File: src/rtl/pio_fault_capture.sv
// Multi-channel fault-input PIO: synchroniser, per-channel debounce, polarity, edge capture, maskable irq.
// Optional build macro: PIO_FAULT_BOTH_EDGE_EN captures deassertion events as well as assertion.
module pio_fault_capture #(
  parameter int WIDTH           = 8,
  parameter int SYNC_STAGES     = 2,
  parameter int DEBOUNCE_CYCLES = 16
) (
  input  logic             clk,
  input  logic             reset_n,
  input  logic [1:0]       address,
  input  logic             chipselect,
  input  logic             write_n,
  input  logic [WIDTH-1:0] writedata,
  input  logic [WIDTH-1:0] in_port,
  output logic [WIDTH-1:0] readdata,
  output logic             irq
);

  localparam int CW = $clog2(DEBOUNCE_CYCLES + 1);
  localparam logic [CW-1:0] CNT_MAX = CW'(DEBOUNCE_CYCLES - 1);

  logic [WIDTH-1:0] sync_q [SYNC_STAGES];
  logic [WIDTH-1:0] s;
  logic [WIDTH-1:0] stable;
  logic [CW-1:0]    cnt [WIDTH];
  logic [WIDTH-1:0] polarity;
  logic [WIDTH-1:0] mask;
  logic [WIDTH-1:0] edge_q;
  logic [WIDTH-1:0] fault;
  logic [WIDTH-1:0] fault_d;
  logic [WIDTH-1:0] evt_raw;
  logic [WIDTH-1:0] evt;
  logic [WIDTH-1:0] clr;
  logic [WIDTH-1:0] rd_mux;
  logic             pol_wr_d;
  logic             wr;
  logic             wr_pol;
  logic             wr_mask;
  logic             wr_edge;

  assign wr      = chipselect & ~write_n;
  assign wr_pol  = wr && (address == 2'd1);
  assign wr_mask = wr && (address == 2'd2);
  assign wr_edge = wr && (address == 2'd3);

  assign s = sync_q[SYNC_STAGES-1];

  always_ff @(posedge clk or negedge reset_n) begin
    if (!reset_n) begin
      for (int i = 0; i < SYNC_STAGES; i++) sync_q[i] <= '0;
    end else begin
      sync_q[0] <= in_port;
      for (int i = 1; i < SYNC_STAGES; i++) sync_q[i] <= sync_q[i-1];
    end
  end

  // Any sample matching the accepted level restarts the count.
  for (genvar g = 0; g < WIDTH; g++) begin : g_deb
    always_ff @(posedge clk or negedge reset_n) begin
      if (!reset_n) begin
        cnt[g]    <= '0;
        stable[g] <= 1'b0;
      end else if (s[g] == stable[g]) begin
        cnt[g] <= '0;
      end else if (cnt[g] == CNT_MAX) begin
        stable[g] <= s[g];
        cnt[g]    <= '0;
      end else begin
        cnt[g] <= cnt[g] + 1'b1;
      end
    end
  end

  assign fault = stable ^ polarity;

`ifdef PIO_FAULT_BOTH_EDGE_EN
  assign evt_raw = fault ^ fault_d;
`else
  assign evt_raw = fault & ~fault_d;
`endif

  // A polarity flip changes fault without any pin activity; drop that cycle.
  assign evt = pol_wr_d ? '0 : evt_raw;
  assign clr = wr_edge ? writedata : '0;

  always_ff @(posedge clk or negedge reset_n) begin
    if (!reset_n) begin
      polarity <= '0;
      mask     <= '0;
      edge_q   <= '0;
      fault_d  <= '0;
      pol_wr_d <= 1'b0;
    end else begin
      if (wr_pol) polarity <= writedata;
      if (wr_mask) mask <= writedata;
      edge_q   <= (edge_q & ~clr) | evt;
      fault_d  <= fault;
      pol_wr_d <= wr_pol;
    end
  end

  always_comb begin
    rd_mux = '0;
    unique case (address)
      2'd0: rd_mux = fault;
      2'd1: rd_mux = polarity;
      2'd2: rd_mux = mask;
      2'd3: rd_mux = edge_q;
    endcase
  end

  always_ff @(posedge clk or negedge reset_n) begin
    if (!reset_n) readdata <= '0;
    else          readdata <= rd_mux;
  end

  assign irq = |(edge_q & mask);

endmodule

File: config.mk
export PLATFORM = sky130hd
export DESIGN_NAME = pio_fault_capture
export DESIGN_NICKNAME = d
export VERILOG_FILES = /design/src/rtl/pio_fault_capture.sv
export SDC_FILE = /design/constraint.sdc
export NUM_CORES = 1
export LEC_CHECK = 0
export BUFFER_PORTS_ARGS = -buffer_cell sky130_fd_sc_hd__buf_2
export CAP_MARGIN = 20
export CORE_UTILIZATION = 59
export DETAILED_ROUTE_END_ITERATION = 10
export HOLD_SLACK_MARGIN = 0.05
export PLACE_DENSITY = 0.78
export SYNTH_ARGS = -nofsm -noshare
export SYNTH_HDL_FRONTEND = slang
export SYNTH_SLANG_ARGS = --single-unit
File: constraint.sdc
create_clock -name clk -period 1.45 [get_ports clk]
set_input_delay 0.145 -clock clk [delete_from_list [all_inputs] [get_ports clk]]
set_output_delay 0.145 -clock clk [all_outputs]
set_load 0.005 [all_outputs]
## Word level (Yosys, flattened, before mapping)

Index checks and enable logic that the tools add are counted.

- Flip-flop bits (word level): 105
- Logic and storage cells: 100
- Output and inout bits: 9
- Bits of input ports: 22

- $add $sub $neg: 8
- Reductions and logical operators: 13
- Muxes and demuxes: 19
- Equality and inequality tests: 19
- Bitwise gates (word level): 17

Operators by type and width:

| operator | count |
|---|---|
| 5-bit two-way mux | 16 |
| 5-bit by 1-bit adder with 5-bit output (second input constant) | 8 |
| 5-bit by 4-bit == test with 1-bit output (second input constant) | 8 |
| 8-bit case mux with 4 select lines | 1 |
| 8-bit bitwise AND | 3 |
| 8-bit two-way mux | 2 |
| 8-bit NOT | 2 |
| 2-bit AND reduction | 8 |
| 1-bit NOT | 9 |
| 1-bit == test | 8 |
| 8-bit bitwise OR | 1 |
| 8-bit OR reduction | 1 |
| 8-bit XOR | 1 |
| 2-bit == test (second input constant) | 2 |
| 1-bit logical AND | 3 |
| 2-bit by 1-bit == test with 1-bit output (second input constant) | 1 |
| 2-bit zero test | 1 |
| 1-bit bitwise AND | 1 |

## Depth between registers and ports, before layout

Gate-level depths: netlist of the first run.

- Depth in word-level cells: 7
- Depth in mapped cells: 5
- Depth with buffers taken out: 4

## Least setup slack after synthesis of the first run

Ideal clock, no wire load.

- Kind: register to register
- Start: register cnt[35] (netlist bit)
- End: register stable[0]
- Setup time: 0.125 ns
- Period minus slack after synthesis: 1.163 ns
- Stages on the path, launching flop included: 5
- Setup slack: 0.287 ns
- Required time: 1.325 ns
- Arrival: 1.038 ns
- Buffers on the path: 0
- Cells stage by stage: dfrtp_1 -> ha_1 -> nand3_1 -> nor2_1 -> mux2_2

- Cells in the longest elaborated chain, start to end: 2

RTL lines:

| element | RTL line | text |
|---|---|---|
| start, declared | 25 | `logic [CW-1:0] cnt [WIDTH];` |
| start signal, assigned by index | 69 | `cnt[g] <= cnt[g] + 1'b1;` |
| 5-bit by 4-bit == test with 1-bit output | 65 | `end else if (cnt[g] == CNT_MAX) begin` |
| 2-bit AND reduction (no line) | -- |  |
| end signal, assigned by index | 66 | `stable[g] <= s[g];` |
| end, declared | 24 | `logic [WIDTH-1:0] stable;` |

No other way between the ends.
A chain may end at the register's enable or synchronous reset.

## Worst setup path in the final report of the first run

- Start: register edge_q[7]
- End: output irq

- Cells in the longest elaborated chain, start to end: 2

RTL lines:

| element | RTL line | text |
|---|---|---|
| start, declared | 28 | `logic [WIDTH-1:0] edge_q;` |
| start signal, assigned | 96 | `edge_q <= (edge_q & ~clr) \| evt;` |
| 8-bit bitwise AND | 117 | `assign irq = \|(edge_q & mask);` |
| 8-bit OR reduction | 117 |  |
| end, declared | 16 | `output logic irq` |

No other way between the ends.

==> impl_metrics.py, run 1 <==
metrics = {
    "status": {
        "status": "finished, final reports clean",
    },
    "finish": {
        "layout-drive-gt1-share_pct": 22.4,
        "layoutNonFillerInstCount": 498,
        "diodes": 0,
        "fin_nets": 427,
        "area_growth_pct": 15.5,
        "final_cell_mix": "105 x dfrtp_1, 35 x nor2_1, 32 x xor2_1",
        "mostFrequentLayoutCell": "dfrtp_1",
    },
    "detailed_routing": {
        "dr.pass1.iters": 4,
        "vias": 2584,
        "routed_wl_mm": 6.96,
        "drc": 0,
        "drt_iter0_markers": 96,
        "viasPerCell": 5.19,
        "wl_per_cell_um": 14.0,
        "antenna_left": 0,
    },
    "power_and_ir_drop": {
        "total_power_uw": 5850,
        "vdd_ir_drop_max_uv": 590,
        "leakagePower_uw": 0.00247,
        "powerDensity_nw_per_um2": 1180,
    },
    "timing": {
        "fin_crit_sh_pct": 99.4,
        "finalSetupViolCount": 0,
        "fmax_ghz": 0.694,
        "worst-slew-pin-transition_ns": 0.365,
        "report.final.slew_viol_count": 0,
        "worst_slack_ns": 0.00893,
        "timing.final.crit_period_ns": 1.44,
        "hold_violations": 0,
        "rsz0062_at_grt": "yes",
        "whs_ns": 0.0621,
        "max_slew_margin_pct": 75.4,
        "fin_worst_skew_ns": 0.00656,
        "tns_ns": 0,
    },
    "critical_path": {
        "worstSetupStartpointType": "flip-flop",
        "critical_path_class": "reg -> out",
        "slowest_delay_ns": 0.42,
        "crit_required_ns": 1.31,
        "slowest_stage": "dfrtp_1",
        "timing.critical_path.buf_inv": 1,
        "worstPathArrival_ns": 1.30,
        "crit_path_start": "edge_q[7]",
        "cp-end-kind": "output pin",
        "critical-path-top-delay-family": "flip-flops",
        "r2r_start": "cnt[10]",
        "path_max_fanout": 3,
        "path_cells": "a22oi_2 > nand4_1 > buf_2",
    },
    "cts": {
        "cts.sinks": 105,
        "tritoncts": "done",
        "clock_path_buffers": 2,
        "ctsRootBufferMaster": "clkbuf_8",
        "clk_latency_ns": 0.36,
        "cts_buffers": 9,
        "htreeDepth": 3,
        "path_clk_slew_ns": 0.09,
    },
    "placed_design": {
        "place_hpwl_mm": 4.85,
        "portBuffers": 30,
        "gp_congestion": 0.772,
        "numPlacedInstances": 466,
        "dp_slack_ns": 0.197,
    },
    "logic_synthesis": {
        "ys_seq_area_share_pct": 61.3,
        "yosysWarnings": 0,
        "ys_seq_elements": 105,
        "synth_cell_types": 20,
        "yosys.area.top_type": "dfrtp_1",
        "synth.area.top_cells": "dfrtp_1 61%, xor2_1 6.5%, mux2_4 5.6%",
        "async_flop_share_pct": 100,
        "synth_edf_count": 0,
        "syn_area_um2": 4280,
        "netlist_instances": 339,
        "netlist.area_leader.share_pct": 61.3,
        "syn_avg_cell_area_um2": 12.6,
        "syn_nets": 369,
        "synth_ff_type": "dfrtp_1",
    },
    "global_route": {
        "grt_pass1_wl_mm": 12.0,
        "grt_use_total_pct": 21.4,
        "antenna_found_initial": 0,
        "grt_pass1_vias": 2634,
        "grt_max_degree": 42,
        "grt-ovfl-total": 0,
    },
    "die": {
        "coreArea_um2": 6910,
        "die_y_um": 87.2,
        "io_pins": 31,
        "dieArea_um2": 7600,
        "die_w_um": 87.2,
        "row_count": 30,
        "initial_utilization_pct": 62.0,
    },
    "flow_run": {
        "cap_violations": 0,
    },
    "hold_path": {
        "worstHoldStart": "writedata[1]",
        "min_path_type": "in -> reg",
    },
}
==> worst reg2reg max path, stage by stage (launching register included) <==
cell,delay [ns]
dfrtp_1,0.39
ha_1,0.19
nand3_1,0.12
nor2_1,0.12
mux2_2,0.34
==> cells by family (layout without fill, tap and decap cells) <==
logic type | count (synthesis) | after routing | synth area share, %
simple gates | 108 | 108 | 12.4
flops | 105 | 105 | 61.3
xor+xnor | 40 | 40 | 8.18
mux | 32 | 32 | 9.82
compound gates | 28 | 28 | 3.51
buf+inv | 18 | 81 | 2.45
fa+ha+maj | 8 | 8 | 2.34
==> area by class of cell <==
| class | count | area (um2) |
|---|---|---|
| timing repair buffer | 54 | 415 |
| tap | 96 | 120 |
| multi-input combinational | 216 | 1570 |
| clock inverter | 2 | 12.5 |
| clock buffer | 14 | 163 |
| sequential | 105 | 2630 |
| fill | 508 | 1960 |
| inverter | 11 | 41.3 |
==> routing by layer <==
| layer | wire (um) | GRT usage [%] | up-vias | share of wire (%) |
|---|---|---|---|---|
| li1 | - | - | 1232 | - |
| met1 | 3230 | 27.7 | 1311 | 46 |
| met2 | 3440 | 35.6 | 33 | 49 |
| met3 | 216 | 6.54 | 8 | 3.1 |
| met4 | 62 | 5.37 | 0 | 0.89 |
| met5 | 0 | 0 | - | 0 |
==> power by group <==
group | switching [uW] | internal (uW)
combinational | 336 | 458
sequential | 214 | 3220
clock | 904 | 719
==> cells in the mapped netlist (2+ instances only) <==
cell and count:
a22oi_1 4, and2_1 13, and3_1 8, and4bb_1 2, buf_6 5, clkbuf_1 2, dfrtp_1 105, ha_1 8
inv_1 11, mux2_2 16, mux2_4 16, nand2_1 24, nand3_1 16, nor2_1 35, nor2b_1 8, o21ai_0 24
xnor2_1 8, xor2_1 32
==> what timing repair did <==
action	4_1_cts	5_1_grt
gates cloned	0	0
pin swaps	1	2
setup endpoints to repair	1	1
hold buffers	13	0
gates resized for setup	1	2
endpoints found under the hold margin	120	0
setup buffers	0	3
==> worst paths after layout <==
kind                                  end  slack, ns  cells past startpoint
worst min register to register       s[4]       0.35                      0
worst max register to register  stable[5]       0.19                      4
max in group asynchronous         cnt[20]       0.73                      3
worst max-delay path                  irq      0.009                      3
worst min-delay path              mask[1]       0.06                      2
min in group asynchronous         cnt[18]       0.18                      2
==> flip-flops by register name, summed over array words and instances (netlist names) <==
signal / count
stable: 8
cnt: 40
pol_wr_d: 1
fault_d: 8
sync_q: 8
edge_q: 8
s: 8
mask: 8
readdata: 8
polarity: 8
==> through the flow <==
step,util [%],instance area (um2)
after floorplan,-,4280
after global routing,71.6,4940
after detailed placement,66.6,4600
after CTS,71.1,4910
final,71.6,4940
after global placement,66.6,4600
Power figures use the tool's default switching activity.
==> run 2, diff against run 1 <==
==> config.mk (replaced) <==
export PLATFORM = sky130hd
export DESIGN_NAME = pio_fault_capture
export DESIGN_NICKNAME = d
export VERILOG_FILES = /design/src/rtl/pio_fault_capture.sv
export SDC_FILE = /design/constraint.sdc
export NUM_CORES = 1
export LEC_CHECK = 0
export BUFFER_PORTS_ARGS = -buffer_cell sky130_fd_sc_hd__buf_4
export CAP_MARGIN = 20
export CORE_UTILIZATION = 55
export DETAILED_ROUTE_END_ITERATION = 10
export HOLD_SLACK_MARGIN = 0.05
export PLACE_DENSITY = 0.74
export SYNTH_ARGS = -nofsm -noshare
export SYNTH_HDL_FRONTEND = slang
export SYNTH_SLANG_ARGS = --single-unit
==> impl_metrics.py, run 2 (synthesized netlist as in run 1, its figures left out) <==
metrics = {
    "status": {
        "status": "finished, final reports clean",
    },
    "critical_path": {
        "crit_required_ns": 1.31,
        "path_max_fanout": 3,
        "critical_path_class": "reg -> out",
        "slowest_delay_ns": 0.41,
        "critical-path-top-delay-family": "flip-flops",
        "worstSetupStartpointType": "flip-flop",
        "worstPathArrival_ns": 1.26,
        "slowest_stage": "dfrtp_1",
        "path_cells": "a22oi_1 > nand4_1 > buf_4",
        "cp-end-kind": "output pin",
        "timing.critical_path.buf_inv": 1,
    },
    "finish": {
        "seq_area_um2": 2630,
        "mostFrequentLayoutCell": "dfrtp_1",
        "top_register": "cnt",
        "area_growth_pct": 17.6,
        "fin_nets": 428,
        "fillers": 530,
        "layout-drive-gt1-share_pct": 22.3,
        "largest_reg_flops": 40,
        "diodes": 0,
        "multi_input_area_um2": 1570,
        "final_cell_mix": "105 x dfrtp_1, 36 x buf_4, 35 x nor2_1",
    },
    "power_and_ir_drop": {
        "power_frac_seq_pct": 57.3,
        "combPwrFrac_pct": 13.6,
        "p_int_uw": 4520,
        "leakagePower_uw": 0.00250,
        "vdd_ir_drop_max_uv": 790,
        "share_clk_of_total_power_pct": 29.1,
        "switching_share_pct": 24.5,
        "p_sw_uw": 1470,
        "powerDensity_nw_per_um2": 1190,
    },
    "cts": {
        "cts.sinks": 105,
        "htreeDepth": 3,
        "tritoncts": "done",
        "ctsRootBufferMaster": "clkbuf_8",
        "cts_buffers": 9,
        "clock_path_buffers": 2,
        "path_clk_slew_ns": 0.09,
        "clk_latency_ns": 0.36,
    },
    "placed_design": {
        "gp_congestion": 0.736,
        "dp_slack_ns": 0.170,
        "portBuffers": 30,
        "place_hpwl_mm": 4.70,
    },
    "global_route": {
        "grt-ovfl-total": 0,
        "antenna_found_initial": 0,
        "grt_use_total_pct": 19.2,
        "grt_pass1_vias": 2612,
        "grt_pass1_wl_mm": 12.0,
        "grt_max_degree": 71,
    },
    "die": {
        "row_count": 31,
        "io_pins": 31,
        "die_w_um": 90.2,
        "coreArea_um2": 7410,
        "initial_utilization_pct": 57.8,
        "die_y_um": 90.2,
        "dieArea_um2": 8140,
    },
    "detailed_routing": {
        "vias": 2507,
        "wl_per_cell_um": 13.7,
        "dr.pass1.iters": 4,
        "routed_wl_mm": 6.87,
        "drc": 0,
        "viasPerCell": 4.99,
        "drt_iter0_markers": 91,
        "antenna_left": 0,
    },
    "timing": {
        "whs_ns": 0.135,
        "rsz0062_at_grt": "yes",
        "finalSetupViolCount": 0,
        "timing.final.crit_period_ns": 1.41,
        "hold_violations": 0,
        "fmax_ghz": 0.710,
        "fin_crit_sh_pct": 97.1,
        "fin_worst_skew_ns": 0.00922,
        "report.final.slew_viol_count": 0,
        "worst_slack_ns": 0.0422,
        "worst-slew-pin-transition_ns": 0.420,
        "max_slew_margin_pct": 72.0,
    },
    "flow_run": {
        "cap_violations": 0,
    },
    "hold_path": {
        "min_path_type": "in -> reg",
    },
}
run 2: changes by cell type in the layout (fill, tap and decap cells not counted):
cell           change
buf_4             +28
buf_2             -29
buf_12             -2
clkbuf_1           -3
clkbuf_8           +2
dlygate4sd3_1      +4
inv_6              +1
run 2: path summary, 6_finish.rpt:
path | from | end | slack, ns | cells after the start
worst max-delay path | mask[5] | irq | 0.04 | 3
min in group asynchronous | reset_n | readdata[5] | 0.32 | 3
worst min register to register | sync_q[11] | s[3] | 0.35 | 0
max in group asynchronous | reset_n | cnt[22] | 0.77 | 3
worst min-delay path | address[1] | readdata[0] | 0.13 | 2
worst max register to register | cnt[0] | stable[7] | 0.16 | 4
run 2: layer usage:
metal | vias up | wire, um | GRT usage [%]
met1 | 1228 | 3240 | 24.3
met5 | - | 0 | 0
li1 | 1239 | - | -
met3 | 8 | 261 | 5.58
met4 | 0 | 84 | 6.05
met2 | 32 | 3290 | 32.0
run 2: what timing repair did:
action | in CTS | in global routing
hold endpoints to repair | 129 | 0
pin swaps | 0 | 1
hold buffers | 17 | 0
setup buffers | 2 | 0
gates resized for setup | 2 | 1
endpoints found under the setup margin | 1 | 1
run 2: cell type report:
type                    instances  share of cell area, %
inverters                      11                  0.819
clock inverters                 3                  0.422
repair buffers                 55                   9.54
clock buffers                  13                   3.55
flip-flops and latches        105                   52.1
well taps                      99                   2.46
multi-input cells             216                   31.1
run 2: power by group through the flow:
stage	sequential (uW)	clock (uW)	combinational (uW)
4_1_cts	3440	1810	828
5_1_grt	3480	1920	924
6_report	3440	1740	816
3_3_place_gp	3480	0	734
3_5_place_dp	3480	0	761
2_1_floorplan	3430	0	497
run 2: metrics by stage:
step	instance area, um2	cells	power (uW)	utilization, %	TNS, ns
4_1_cts	5030	502	6070	67.9	0
2_1_floorplan	4280	339	3930	-	0
6_report	5040	502	6000	68.0	0
3_3_place_gp	4640	467	4210	62.6	0
5_1_grt	5040	502	6320	68.0	-0.0383
3_5_place_dp	4640	467	4240	62.6	0
==> run 3, diff against run 2 <==
--- a/config.mk
+++ b/config.mk
@@ -11,6 +11,7 @@
 export DETAILED_ROUTE_END_ITERATION = 10
 export HOLD_SLACK_MARGIN = 0.05
 export PLACE_DENSITY = 0.74
+export SETUP_SLACK_MARGIN = 0.15
 export SYNTH_ARGS = -nofsm -noshare
 export SYNTH_HDL_FRONTEND = slang
 export SYNTH_SLANG_ARGS = --single-unit
==> impl_metrics.py, run 3 (synthesized netlist as in run 1, its figures left out) <==
metrics = {
    "critical_path": {
        "crit_required_ns": 1.31,
        "cp-end-kind": "output pin",
        "path_cells": "a22oi_1 > nand4_1 > buf_4",
        "slowest_stage": "dfrtp_1",
        "r2r_start": "cnt[0]",
        "critical-path-top-delay-family": "flip-flops",
        "path_max_fanout": 2,
        "regToRegEndpoint": "stable[7]",
        "reg2reg_slack_ns": 0.16,
        "worstPathArrival_ns": 1.25,
        "worstSetupStartpointType": "flip-flop",
        "critical_path_class": "reg -> out",
        "rr_worst_depth": 4,
        "timing.critical_path.buf_inv": 1,
        "slowest_delay_ns": 0.40,
    },
    "hold_path": {
        "holdPathStages": 2,
        "min_path_type": "in -> reg",
        "worstHoldStart": "address[1]",
        "worstHoldEndpoint": "readdata[0]",
    },
    "timing": {
        "finalSetupViolCount": 0,
        "report.final.slew_viol_count": 0,
        "timing.final.crit_period_ns": 1.39,
        "fin_worst_skew_ns": 0.00814,
        "max_slew_margin_pct": 72.0,
        "fin_crit_sh_pct": 96.2,
        "hold_violations": 0,
        "worst-slew-pin-transition_ns": 0.420,
        "rsz0062_at_grt": "yes",
        "fmax_ghz": 0.717,
    },
    "global_route": {
        "antenna_found_initial": 0,
        "grt_use_total_pct": 19.4,
        "grt_pass1_vias": 2611,
        "grt-ovfl-total": 0,
        "grt_max_degree": 71,
        "grt_pass1_wl_mm": 12.1,
    },
    "detailed_routing": {
        "dr_wl_met3_um": 258,
        "wl_met2_mm": 3.44,
        "dr.pass1.iters": 4,
        "drt_iter0_markers": 108,
        "highest_layer": "met4",
        "antenna_left": 0,
        "viasPerCell": 5.06,
        "vias": 2558,
        "wl_per_cell_um": 13.8,
        "drt-met1-wl_mm": 3.19,
        "routed_wl_mm": 6.99,
        "drc": 0,
    },
    "die": {
        "row_count": 31,
        "dieArea_um2": 8140,
        "die_y_um": 90.2,
        "initial_utilization_pct": 57.8,
        "die_w_um": 90.2,
        "io_pins": 31,
        "coreArea_um2": 7410,
    },
    "cts": {
        "cts_buffers": 9,
        "path_clk_slew_ns": 0.09,
        "htreeDepth": 3,
        "cts.sinks": 105,
        "tritoncts": "done",
        "ctsRootBufferMaster": "clkbuf_8",
        "clock_path_buffers": 2,
        "clk_latency_ns": 0.36,
    },
    "finish": {
        "final_cell_mix": "105 x dfrtp_1, 40 x buf_4, 32 x xor2_1",
        "fin_nets": 432,
        "largest_reg_flops": 40,
        "seq_area_um2": 2630,
        "multi_input_area_um2": 1690,
        "area_growth_pct": 21.3,
        "mostFrequentLayoutCell": "dfrtp_1",
        "design_area_um2": 5200,
        "layoutNonFillerInstCount": 506,
        "top_register": "cnt",
        "fillers": 508,
        "layout-drive-gt1-share_pct": 28.3,
        "diodes": 0,
    },
    "power_and_ir_drop": {
        "switching_share_pct": 24.7,
        "p_int_uw": 4560,
        "powerDensity_nw_per_um2": 1160,
        "p_sw_uw": 1500,
        "share_clk_of_total_power_pct": 28.9,
        "combPwrFrac_pct": 14.2,
        "power_frac_seq_pct": 56.9,
        "vdd_ir_drop_max_uv": 785,
        "leakagePower_uw": 0.00250,
    },
    "placed_design": {
        "gp_congestion": 0.736,
        "portBuffers": 30,
        "place_hpwl_mm": 4.70,
        "numPlacedInstances": 467,
        "place_area_um2": 4640,
    },
    "status": {
        "status": "finished, final reports clean",
    },
    "flow_run": {
        "cap_violations": 0,
    },
}
-- run 3: changes by cell type in the layout (fill, tap and decap cells not counted), sizes merged --
cell	before	now
buf	38	42
-- run 3: worst reg2reg max path, delay by kind of cell (launching register included) --
kind | cells | cell delay [ns]
DFF | 1 | 0.38
muxes | 1 | 0.34
and+or+nand+nor | 2 | 0.26
adders and majority gates | 1 | 0.21
-- run 3: per-layer routing --
| metal | GRT usage [%] | vias up |
|---|---|---|
| met1 | 24.5 | 1263 |
| li1 | - | 1247 |
| met4 | 6.05 | 0 |
| met3 | 5.84 | 11 |
| met5 | 0 | - |
| met2 | 32.3 | 37 |
-- run 3: final cells by class --
type	count	area share [%]
clock buffers	13	3.44
clock inverters	3	0.409
inverters	11	0.795
multi-input cells	216	32.6
flip-flops and latches	105	50.6
well taps	99	2.38
repair buffers	59	9.82
-- run 3: through the flow --
step | hold WS (ns) | power, uW | setup TNS [ns] | utilization (%) | worst slack, ns
after floorplan | -0.151 | 3930 | 0 | - | 0.287
after global placement | 0.186 | 4210 | 0 | 62.6 | 0.235
after detailed placement | 0.183 | 4240 | 0 | 62.6 | 0.170
after CTS | 0.113 | 6090 | 0 | 68.2 | 0.00849
after global routing | 0.149 | 6380 | -0.0414 | 70.1 | -0.0414
final | 0.142 | 6050 | 0 | 70.1 | 0.0553
-- run 3: worst max-delay path by stage --
| stage | from | end | depth (start not counted) |
|---|---|---|---|
| 6_report | edge_q[5] | irq | 3 |
| 5_1_grt | mask[6] | irq | 3 |
| 4_1_cts | edge_q[6] | irq | 3 |
| 3_5_place_dp | cnt[0] | stable[7] | 4 |
| 3_3_place_gp | address[1] | polarity[2] | 4 |
| 2_1_floorplan | cnt[35] | stable[0] | 4 |
-- run 3: timing repair --
action                                 CTS  global route
setup endpoints to repair                1            17
pin swaps                                1            14
hold buffers                            17             0
resized for setup                        2            31
setup buffers                            5             1
endpoints found under the hold margin  129             0
gates cloned                             0             0
-- run 3: power groups by stage --
| stage | sequential, uW | clock [uW] | combinational (uW) |
|---|---|---|---|
| finish | 3450 | 1750 | 860 |
| global route | 3480 | 1930 | 970 |
| CTS | 3430 | 1810 | 853 |
| detailed placement | 3480 | 0 | 761 |
| global placement | 3480 | 0 | 734 |
| floorplan | 3430 | 0 | 497 |
